<file path="config.mk">
export PLATFORM = sky130hd
export DESIGN_NAME = tube_scanner
export DESIGN_NICKNAME = d
export VERILOG_FILES = /design/src/rtl/tube_pkg.sv /design/src/rtl/hex_seg_decode.sv /design/src/rtl/tube_scanner.sv
export SDC_FILE = /design/constraint.sdc
export NUM_CORES = 1
export LEC_CHECK = 0
export CAP_MARGIN = 25
export CORE_MARGIN = 3
export CORE_UTILIZATION = 27
export DETAILED_ROUTE_END_ITERATION = 12
export PLACE_DENSITY = 0.53
export SETUP_SLACK_MARGIN = 0.5
export SLEW_MARGIN = 10
export SYNTH_ARGS = -nofsm -noshare
export SYNTH_HDL_FRONTEND = slang
export SYNTH_SLANG_ARGS = --single-unit
</file>
<file path="constraint.sdc">
create_clock -name clk -period 2.5 [get_ports clk]
set_clock_uncertainty 0.1 [all_clocks]
set_input_delay 0.5 -clock clk [delete_from_list [all_inputs] [get_ports clk]]
set_output_delay 0.5 -clock clk [all_outputs]
set_load 0.005 [all_outputs]
</file>
<file path="src/rtl/tube_pkg.sv">
// tube_pkg: segment table, segment bit positions and digit-select helper
// shared by the tube_scanner display driver.
package tube_pkg;

    localparam int SEG_A  = 0;
    localparam int SEG_B  = 1;
    localparam int SEG_C  = 2;
    localparam int SEG_D  = 3;
    localparam int SEG_E  = 4;
    localparam int SEG_F  = 5;
    localparam int SEG_G  = 6;
    localparam int SEG_DP = 7;

    // Entry n holds the a..g pattern for hex digit n (entry 15 listed first).
    localparam logic [15:0][6:0] SEG_TABLE = {
        7'h71, 7'h79, 7'h5E, 7'h39, 7'h7C, 7'h77, 7'h6F, 7'h7F,
        7'h07, 7'h7D, 7'h6D, 7'h66, 7'h4F, 7'h5B, 7'h06, 7'h3F
    };

    function automatic logic [7:0] onehot_dig(input logic [2:0] idx);
        return 8'h01 << idx;
    endfunction

endpackage

</file>
<file path="src/rtl/hex_seg_decode.sv">
// hex_seg_decode: combinational hex nibble to a..g segment pattern.
module hex_seg_decode
    import tube_pkg::*;
(
    input  logic [3:0] nib_i,
    output logic [6:0] seg_o
);

    assign seg_o = SEG_TABLE[nib_i];

endmodule

</file>
<file path="src/rtl/tube_scanner.sv">
// tube_scanner: self-timed multiplexed 7-segment driver with frame-aligned
// double buffering, blanking, dead time and PWM. TUBE_SCANNER_LZS_EN adds leading-zero suppression.
module tube_scanner
    import tube_pkg::*;
#(
    parameter int NUM_DIGITS = 4,
    parameter int TICK_DIV   = 1000,
    parameter int DEAD_TICKS = 1
) (
    input  logic                    clk,
    input  logic                    rst_n,
    input  logic [4*NUM_DIGITS-1:0] value,
    input  logic [NUM_DIGITS-1:0]   dots,
    input  logic [NUM_DIGITS-1:0]   blank,
    input  logic                    load,
    input  logic [3:0]              brightness,
    output logic [NUM_DIGITS-1:0]   tubeDig,
    output logic [7:0]              tubeSeg,
    output logic                    frame_done
);

    localparam int TW = (TICK_DIV > 1) ? $clog2(TICK_DIV) : 1;
    localparam int DW = $clog2(NUM_DIGITS);

    logic [TW-1:0]              tick_q;
    logic [3:0]                 phase_q;
    logic [DW-1:0]              dig_q;
    logic [NUM_DIGITS-1:0][3:0] val_stg_q, val_disp_q;
    logic [NUM_DIGITS-1:0]      dots_stg_q, dots_disp_q, blank_stg_q, blank_disp_q;
    logic                       pending_q;
    logic [NUM_DIGITS-1:0]      dig_out_q;
    logic [7:0]                 seg_out_q;
    logic                       frame_q;

    logic                       tick_en, slot_end, wrap, lit_d;
    logic [NUM_DIGITS-1:0]      hide, dig_oh;
    logic [7:0]                 oh8;
    logic [6:0]                 seg_d;

    assign tick_en  = tick_q == TW'(TICK_DIV - 1);
    assign slot_end = tick_en && phase_q == 4'hF;
    assign wrap     = slot_end && dig_q == DW'(NUM_DIGITS - 1);
    assign oh8      = onehot_dig(3'(dig_q));
    assign dig_oh   = oh8[NUM_DIGITS-1:0];

`ifdef TUBE_SCANNER_LZS_EN
    logic zero_run;
    // Walk down from the top digit; suppression stops at the first non-zero nibble.
    always_comb begin
        hide     = blank_disp_q;
        zero_run = 1'b1;
        for (int i = NUM_DIGITS - 1; i > 0; i--) begin
            zero_run = zero_run && val_disp_q[i] == 4'h0;
            hide[i]  = hide[i] | (zero_run & ~dots_disp_q[i]);
        end
    end
`else
    assign hide = blank_disp_q;
`endif

    assign lit_d = phase_q >= 4'(DEAD_TICKS) && phase_q <= brightness &&
                   brightness != 4'h0 && !hide[dig_q];

    hex_seg_decode u_dec (
        .nib_i (val_disp_q[dig_q]),
        .seg_o (seg_d)
    );

    always_ff @(posedge clk or negedge rst_n) begin
        if (!rst_n) begin
            tick_q       <= '0;
            phase_q      <= '0;
            dig_q        <= '0;
            val_stg_q    <= '0;
            val_disp_q   <= '0;
            dots_stg_q   <= '0;
            dots_disp_q  <= '0;
            blank_stg_q  <= '0;
            blank_disp_q <= '0;
            pending_q    <= 1'b0;
            dig_out_q    <= '0;
            seg_out_q    <= '0;
            frame_q      <= 1'b0;
        end else begin
            tick_q <= tick_en ? '0 : tick_q + 1'b1;
            if (tick_en) phase_q <= phase_q + 1'b1;
            if (slot_end) dig_q <= wrap ? '0 : dig_q + 1'b1;
            if (load) begin
                val_stg_q   <= value;
                dots_stg_q  <= dots;
                blank_stg_q <= blank;
            end
            // A load landing on the wrap edge bypasses staging.
            if (wrap && load) begin
                val_disp_q   <= value;
                dots_disp_q  <= dots;
                blank_disp_q <= blank;
            end else if (wrap && pending_q) begin
                val_disp_q   <= val_stg_q;
                dots_disp_q  <= dots_stg_q;
                blank_disp_q <= blank_stg_q;
            end
            pending_q <= !wrap && (load || pending_q);
            frame_q   <= wrap;
            dig_out_q <= lit_d ? dig_oh : '0;
            seg_out_q <= lit_d ? {dots_disp_q[dig_q], seg_d} : '0;
        end
    end

    assign tubeDig    = dig_out_q;
    assign tubeSeg    = seg_out_q;
    assign frame_done = frame_q;

endmodule

</file>
==> results by group, run 1 <==
Worst setup path
  • Buffer and inverter count on the worst path: 0
  • Worst Path Arrival: 2.16 ns
  • Dominant delay contributor by cell family on the critical path: multiplexers
  • Chain of cells forming the critical path: mux4_2 > ha_2 > or2_0 > a21oi_1 > a31oi_1 > nor2_1
  • Kind of start point of the critical path: flop
  • Crit end category: flop
  • Worst r2r path cells: 6
  • Slowest library cell on the worst path: sky130_fd_sc_hd__mux4_2
  • Largest fanout of any net on the critical path: 5
  • Setup Crit Path Kind: flop to flop
  • Worst EP required: 2.65 ns
  • Slowest Stage Delay on Critical Path: 0.59 ns
  • WP depth: 6
  • Worst setup path startpoint: dig_q[0]
  • Origin of the critical flop-to-flop path: dig_q[0]

GRT
  • Residual overflow from global routing: 0
  • Global-route wire length before repair: 12700 microns
  • Via count of the first global-routing pass: 2500
  • Largest net degree at the start of global routing: 44
  • Antenna violations before repair: 0
  • Global Route Usage Sum: 10.9%

Clock network
  • Master cell of the clock root buffer: sky130_fd_sc_hd__clkbuf_16
  • Clock latency reported for the late side of the worst-skew pair: 0.33 ns
  • Clk buf depth: 2
  • TritonCTS clock tree: yes
  • Clock buffer count from CTS: 9
  • Clock-pin transition on the worst setup and hold timing paths: around 0.06 ns
  • Clock net sink count: 78
  • Total number of H-tree levels: 3

Synthesis
  • Cell type with the largest total area after synthesis: sky130_fd_sc_hd__dfrtp_1
  • Synth Register Bits: 78
  • Synth top area share: a little over half
  • Post-synth design cell area: around 0.0037 sq mm
  • Average cell area after synthesis: 12.3 sq um
  • Ys flop type: sky130_fd_sc_hd__dfrtp_1
  • Sequential-to-total area share from yosys stat: 53.3%
  • Number of distinct library cells after synthesis: 42
  • Synth top area cells: sky130_fd_sc_hd__dfrtp_1 (53%), sky130_fd_sc_hd__mux2_2 (11%), sky130_fd_sc_hd__ha_1 (5.8%)
  • Share of synthesized registers carrying an async set or reset: 100%
  • Count of flip-flops with a built-in enable after synthesis: 0
  • Post-Synthesis Cells: 297
  • Yosys warns: 0
  • Syn_nets: 345

Layout
  • Number of diodes: 0
  • Final net count: approximately 410
  • Fraction of layout cells with a size suffix above 1: 32.1%
  • Synth-to-layout area growth: 34.1%

Floorplanning
  • Initial standard-cell utilization of the core: 28.3%
  • Die extent in y: 122 microns
  • Number of top-level pins: between 40 and 50
  • Cell Rows: 41
  • Area of the die: roughly 0.015 sq mm
  • Chip Width: between 100 and 150 microns
  • Floorplan Core Area: 0.0129 sq mm

Timing
  • Sum Neg Setup Slack: 0 ns
  • Period minus WS final: 2.00 ns
  • Worst hold slack across all endpoints: approximately 0.066 ns
  • Fmax: 499 MHz
  • Part of the cycle the worst path needs: 80.1%
  • RSZ-0062 raised after global routing: yes
  • Max-slew violation count: 0
  • Worst relative slew slack: between 50 and 60%
  • Final hold violation count: 0
  • Slew at the pin closest to its max-slew limit: around 0.7 ns
  • Final setup violation count: 0

Detailed routing
  • First DRT Iteration DRCs: 160
  • Length of the first detailed-routing pass in iterations: 4
  • Routed via count divided by cell count: 4.59
  • Vias: 2494
  • Final Routed Wirelength: about 7600 microns
  • Total DRC errors in the routed layout: 0
  • Routed len/inst: 14.0 microns
  • Number of nets with antenna violations after routing: 0

Worst hold path
  • HP Class: primary input to async pin

Power and ir drop
  • Peak supply drop: roughly 290 uV
  • P_leak: around 2.1 nW
  • Total power density per cell area: 569 mW/mm^2

Placement
  • GP Congestion: 0.736
  • Half-perimeter wire length after detailed placement: 5220 microns
  • PortBufs: 43

Run
  • Max-capacitance violation count: 0

Outcome
  • Outcome: complete, no violations
[cell usage after synthesis, types with 4 or more instances]
cell / number
sky130_fd_sc_hd__dfrtp_1: 78
sky130_fd_sc_hd__mux2_2: 37
sky130_fd_sc_hd__nand2_1: 19
sky130_fd_sc_hd__ha_1: 17
sky130_fd_sc_hd__a21oi_1: 13
sky130_fd_sc_hd__inv_1: 12
sky130_fd_sc_hd__nor2_1: 12
sky130_fd_sc_hd__o22ai_1: 12
sky130_fd_sc_hd__o21ai_0: 9
sky130_fd_sc_hd__xnor2_1: 9
sky130_fd_sc_hd__buf_2: 7
sky130_fd_sc_hd__and2_1: 6
sky130_fd_sc_hd__clkbuf_1: 5
sky130_fd_sc_hd__mux2_1: 5
sky130_fd_sc_hd__nand4_1: 5
sky130_fd_sc_hd__mux4_2: 4
sky130_fd_sc_hd__nand3_1: 4
[power by group]
group	internal, mW	total, mW	switching [mW]
registers	1.30	1.31	0.0117
logic	0.0875	0.156	0.0689
clock network	0.807	1.33	0.519
[state kept, by name (all words and copies together) (netlist names)]
register / flops
val_disp_q: 16
val_stg_q: 16
tick_q: 10
tubeSeg: 8
blank_disp_q: 4
blank_stg_q: 4
dots_disp_q: 4
dots_stg_q: 4
phase_q: 4
tubeDig: 4
dig_q: 2
frame_done: 1
pending_q: 1
[cell usage in the layout (no fill, tap or decap), drive strengths merged, types with 4 or more instances in the layout]
cell           netlist  final
nor2                12     12
mux2                42     42
xnor2                9      9
o22ai               12     12
nand4                5      5
dfrtp               78     78
nand2               19     19
clkdlybuf4s50        0     38
ha                  17     17
clkinv               0      4
nand3                4      4
nor4                 4      4
buf                  9     30
o21ai                9      9
clkbuf               5     11
and2                 6      6
mux4                 6      6
a21oi               13     13
inv                 12     13
[metrics by stage]
step | cells | worst slack [ns] | cell area [sq um] | util, % | power [mW]
finish | 543 | 0.498 | 4910 | 38.0 | 2.79
global route | 543 | 0.450 | 4910 | 38.0 | 2.92
CTS | 533 | 0.483 | 4760 | 36.8 | 2.84
detailed placement | 508 | -0.0831 | 4350 | 33.6 | 1.49
global placement | 508 | -0.0368 | 4350 | 33.6 | 1.49
floorplan | 297 | 0.526 | 3660 | - | 1.39
[worst paths after layout]
check                      slack, ns              to
min in group clk                0.38       tick_q[0]
hold reg to reg                 0.38       tick_q[0]
hold / removal                  0.07  blank_stg_q[2]
setup / recovery                0.50      tubeSeg[3]
max in group asynchronous       1.62  val_disp_q[10]
setup reg to reg                0.50      tubeSeg[3]
[layer usage]
metal	GRT usage, %	vias to the layer above	share of wire (%)
met5	0	-	0
met2	16.5	50	47
met3	2.90	9	4.8
met4	3.99	0	1.4
li1	-	1199	-
met1	15.0	1236	47
[cell type report]
class / instances / area, sq um
well taps: 172 / 215
flip-flops and latches: 78 / 1960
clock inverters: 6 / 70.1
fillers: 1267 / 8020
clock buffers: 10 / 239
inverters: 12 / 45.0
multi-input cells: 193 / 1700
repair buffers: 72 / 687
[repair_timing]
action	CTS	global route
setup endpoints to repair	14	23
hold buffers	0	0
pin swaps	8	5
gates resized for setup	17	22
buffers inserted	9	10
[cell families (layout without fill, tap and decap cells)]
| group | count (synthesis) | after routing | synth area share, % |
|---|---|---|---|
| buf+inv | 26 | 100 | 3.11 |
| flops | 78 | 78 | 53.3 |
| xor+xnor | 11 | 11 | 2.63 |
| compound gates | 44 | 44 | 7.31 |
| fa+ha+maj | 17 | 17 | 5.81 |
| simple gates | 71 | 71 | 10.5 |
| mux | 50 | 50 | 17.4 |
(Power assumes the default switching activity.)
==> run 2, diff against run 1 <==
==> constraint.sdc (replaced) <==
create_clock -name clk -period 2 [get_ports clk]
set_clock_uncertainty 0.1 [all_clocks]
set_input_delay 0.4 -clock clk [delete_from_list [all_inputs] [get_ports clk]]
set_output_delay 0.4 -clock clk [all_outputs]
set_load 0.005 [all_outputs]
==> results by group, run 2 (same netlist as run 1, synthesis figures left out) <==
Outcome
  • Outcome: complete, but fails checks
  • Violations in the final reports: negative hold slack

Detailed routing
  • Vias: 2628 (+5.4%)
  • Routed via count divided by cell count: 4.63 (+0.74%)
  • Total DRC errors in the routed layout: 0 (unchanged)
  • First DRT Iteration DRCs: 130 (-19%)
  • Length of the first detailed-routing pass in iterations: 4 (unchanged)
  • Routed len/inst: 14.5 microns (+3.0%)
  • Final Routed Wirelength: 8220 microns (+7.7%)
  • Number of nets with antenna violations after routing: 0 (unchanged)

Power and ir drop
  • Peak supply drop: 381 uV (+31%)
  • Total power density per cell area: 651 mW/mm^2 (+14%)
  • P_leak: 2.45 nW (+14%)

Worst setup path
  • Worst EP required: 2.14 ns (-0.51 ns)
  • Largest fanout of any net on the critical path: 5 (unchanged)
  • Setup slack, reg-to-reg: 0.04 ns (-0.46 ns)
  • Worst r2r path cells: 7 (+1)
  • Kind of start point of the critical path: flop
  • Crit end category: flop
  • Crit path to: tubeSeg[0]
  • Worst setup path startpoint: phase_q[0]
  • Worst Path Arrival: 2.10 ns (-0.06 ns)
  • Setup Crit Path Kind: flop to flop
  • Reg-to-reg endpoint: tubeSeg[0]
  • Origin of the critical flop-to-flop path: phase_q[0]

Timing
  • Worst relative slew slack: 66.5% (+14 points)
  • Max-slew violation count: 0 (unchanged)
  • Worst hold slack across all endpoints: -0.0225 ns (-0.0890 ns)
  • Slew at the pin closest to its max-slew limit: 0.498 ns (-0.201 ns)
  • PnR worst setup slack: 0.0365 ns (-0.461 ns)
  • Period minus WS final: 1.96 ns (-0.0389 ns)
  • Final hold violation count: 28 (+28)
  • Fmax: 509 MHz (+2.0%)
  • Part of the cycle the worst path needs: 98.2% (+18 points)
  • RSZ-0062 raised after global routing: yes
  • Final setup violation count: 0 (unchanged)

GRT
  • Global Route Usage Sum: 11.0% (+0.14 points)
  • Routing layer with the top usage in global route: met2
  • Global-route wire length before repair: 12900 microns (+1.5%)
  • Largest net degree at the start of global routing: 79 (+80%)
  • GR met1 Demand/Resource: 15.2% (+0.18 points)
  • Met2 global-route usage: 17.1% (+0.55 points)
  • Residual overflow from global routing: 0 (unchanged)
  • Antenna violations before repair: 0 (unchanged)
  • Via count of the first global-routing pass: 2589 (+3.6%)
  • Met3 usage: 1.94% (-0.97 points)

Clock network
  • Master cell of the clock root buffer: sky130_fd_sc_hd__clkbuf_16
  • TritonCTS clock tree: yes
  • Clock net sink count: 78 (unchanged)
  • Clk buf depth: 2 (unchanged)
  • Clock buffer count from CTS: 9 (unchanged)
  • Clock latency reported for the late side of the worst-skew pair: 0.33 ns (about the same)
  • Total number of H-tree levels: 3 (unchanged)
  • Clock-pin transition on the worst setup and hold timing paths: 0.06 ns (about the same)

Placement
  • Worst slack at placement: -0.487 ns (-0.403 ns)
  • PortBufs: 43 (unchanged)
  • Half-perimeter wire length after detailed placement: 5480 microns (+5.0%)
  • GP Congestion: 0.783 (+6.4%)
  • Area post-placement: 0.00461 sq mm (+6.1%)

Layout
  • Top Registers: val_disp_q x16, val_stg_q x16, tick_q x10
  • Final net count: 439 (+6.0%)
  • Number of diodes: 0 (unchanged)
  • Most common cell after layout, fill and taps aside: sky130_fd_sc_hd__dfrtp_1
  • Synth-to-layout area growth: 46.6%
  • Leading cell types in the layout, fill and taps excluded: sky130_fd_sc_hd__dfrtp_1 (74), sky130_fd_sc_hd__mux2_2 (36), sky130_fd_sc_hd__buf_4 (36), sky130_fd_sc_hd__clkdlybuf4s50_1 (24), sky130_fd_sc_hd__dlygate4sd2_1 (15)
  • Fraction of layout cells with a size suffix above 1: 41.9% (+9.8 points)
  • Post-Layout Inst Area: 0.00537 sq mm (+9.3%)

Worst hold path
  • HP Class: primary input to async pin

Floorplanning
  • Die extent in y: 122 microns (unchanged)
  • Area of the die: 0.0150 sq mm (unchanged)
  • Initial standard-cell utilization of the core: 28.3% (unchanged)
  • Floorplan Core Area: 0.0129 sq mm (unchanged)
  • Number of top-level pins: 44 (unchanged)
  • Chip Width: 122 microns (unchanged)
  • Cell Rows: 41 (unchanged)

Run
  • Max-capacitance violation count: 0 (unchanged)
[run 2: cell types whose count changed in the layout (fill, tap and decap cells not counted), sizes merged]
cell,previous run,this run
buf,30,53
inv,13,12
dlymetal6s2s,0,3
clkdlybuf4s50,38,24
clkinv,4,1
clkinvlp,0,3
clkdlybuf4s15,1,0
clkbuf,11,12
mux4,6,7
dlygate4sd2,2,15
[run 2: worst min-delay path by stage]
stage           from         endpoint  slack, ns  cells after the start
6_report       rst_n     val_stg_q[5]      -0.02                      2
5_1_grt        rst_n    val_disp_q[5]       0.01                      2
4_1_cts        rst_n    val_disp_q[5]      0.008                      2
3_5_place_dp   rst_n    val_disp_q[5]       0.36                      2
3_3_place_gp   rst_n     val_stg_q[5]       0.36                      2
2_1_floorplan  rst_n  blank_disp_q[0]      0.004                      0
[run 2: timing repair]
action	in CTS	in global routing
gates cloned	1	1
pin swaps	12	15
endpoints found under the setup margin	70	52
setup buffers	13	10
hold buffers	0	0
gates resized for setup	46	32
[run 2: power breakdown]
group / internal [mW] / switching, mW / total [mW]
Sequential: 1.63 / 0.0142 / 1.64
Combinational: 0.107 / 0.0841 / 0.191
Clock: 1.03 / 0.632 / 1.66
[run 2: routing by layer]
metal,part of all wire [%],wire length [microns]
met1,48,3950
met2,47,3850
met3,3.4,277
met4,1.8,144
met5,0,0
[run 2: final cells by class]
class	count	area [sq um]
repair buffers	96	926
clock inverters	5	57.6
flip-flops and latches	78	1960
well taps	172	215
fillers	1242	7560
inverters	12	45.0
multi-input cells	194	1910
clock buffers	11	253
[run 2: metrics by stage]
step	std cells	utilization, %	total power, mW	TNS [ns]
floorplan	297	-	1.74	0
global placement	527	35.7	1.86	-4.59
detailed placement	527	35.7	1.86	-5.44
CTS	557	39.8	3.54	-0.0376
global route	568	41.5	3.62	-0.113
finish	568	41.5	3.50	0
[run 2: critical path: stages (launching register included)]
cell and delay (ns):
sky130_fd_sc_hd__dfrtp_2 0.42, sky130_fd_sc_hd__inv_2 0.06, sky130_fd_sc_hd__ha_2 0.31, sky130_fd_sc_hd__nand4_1 0.08, sky130_fd_sc_hd__o21ai_1 0.10, sky130_fd_sc_hd__a21oi_2 0.06, sky130_fd_sc_hd__or4_4 0.54, sky130_fd_sc_hd__a211oi_2 0.21
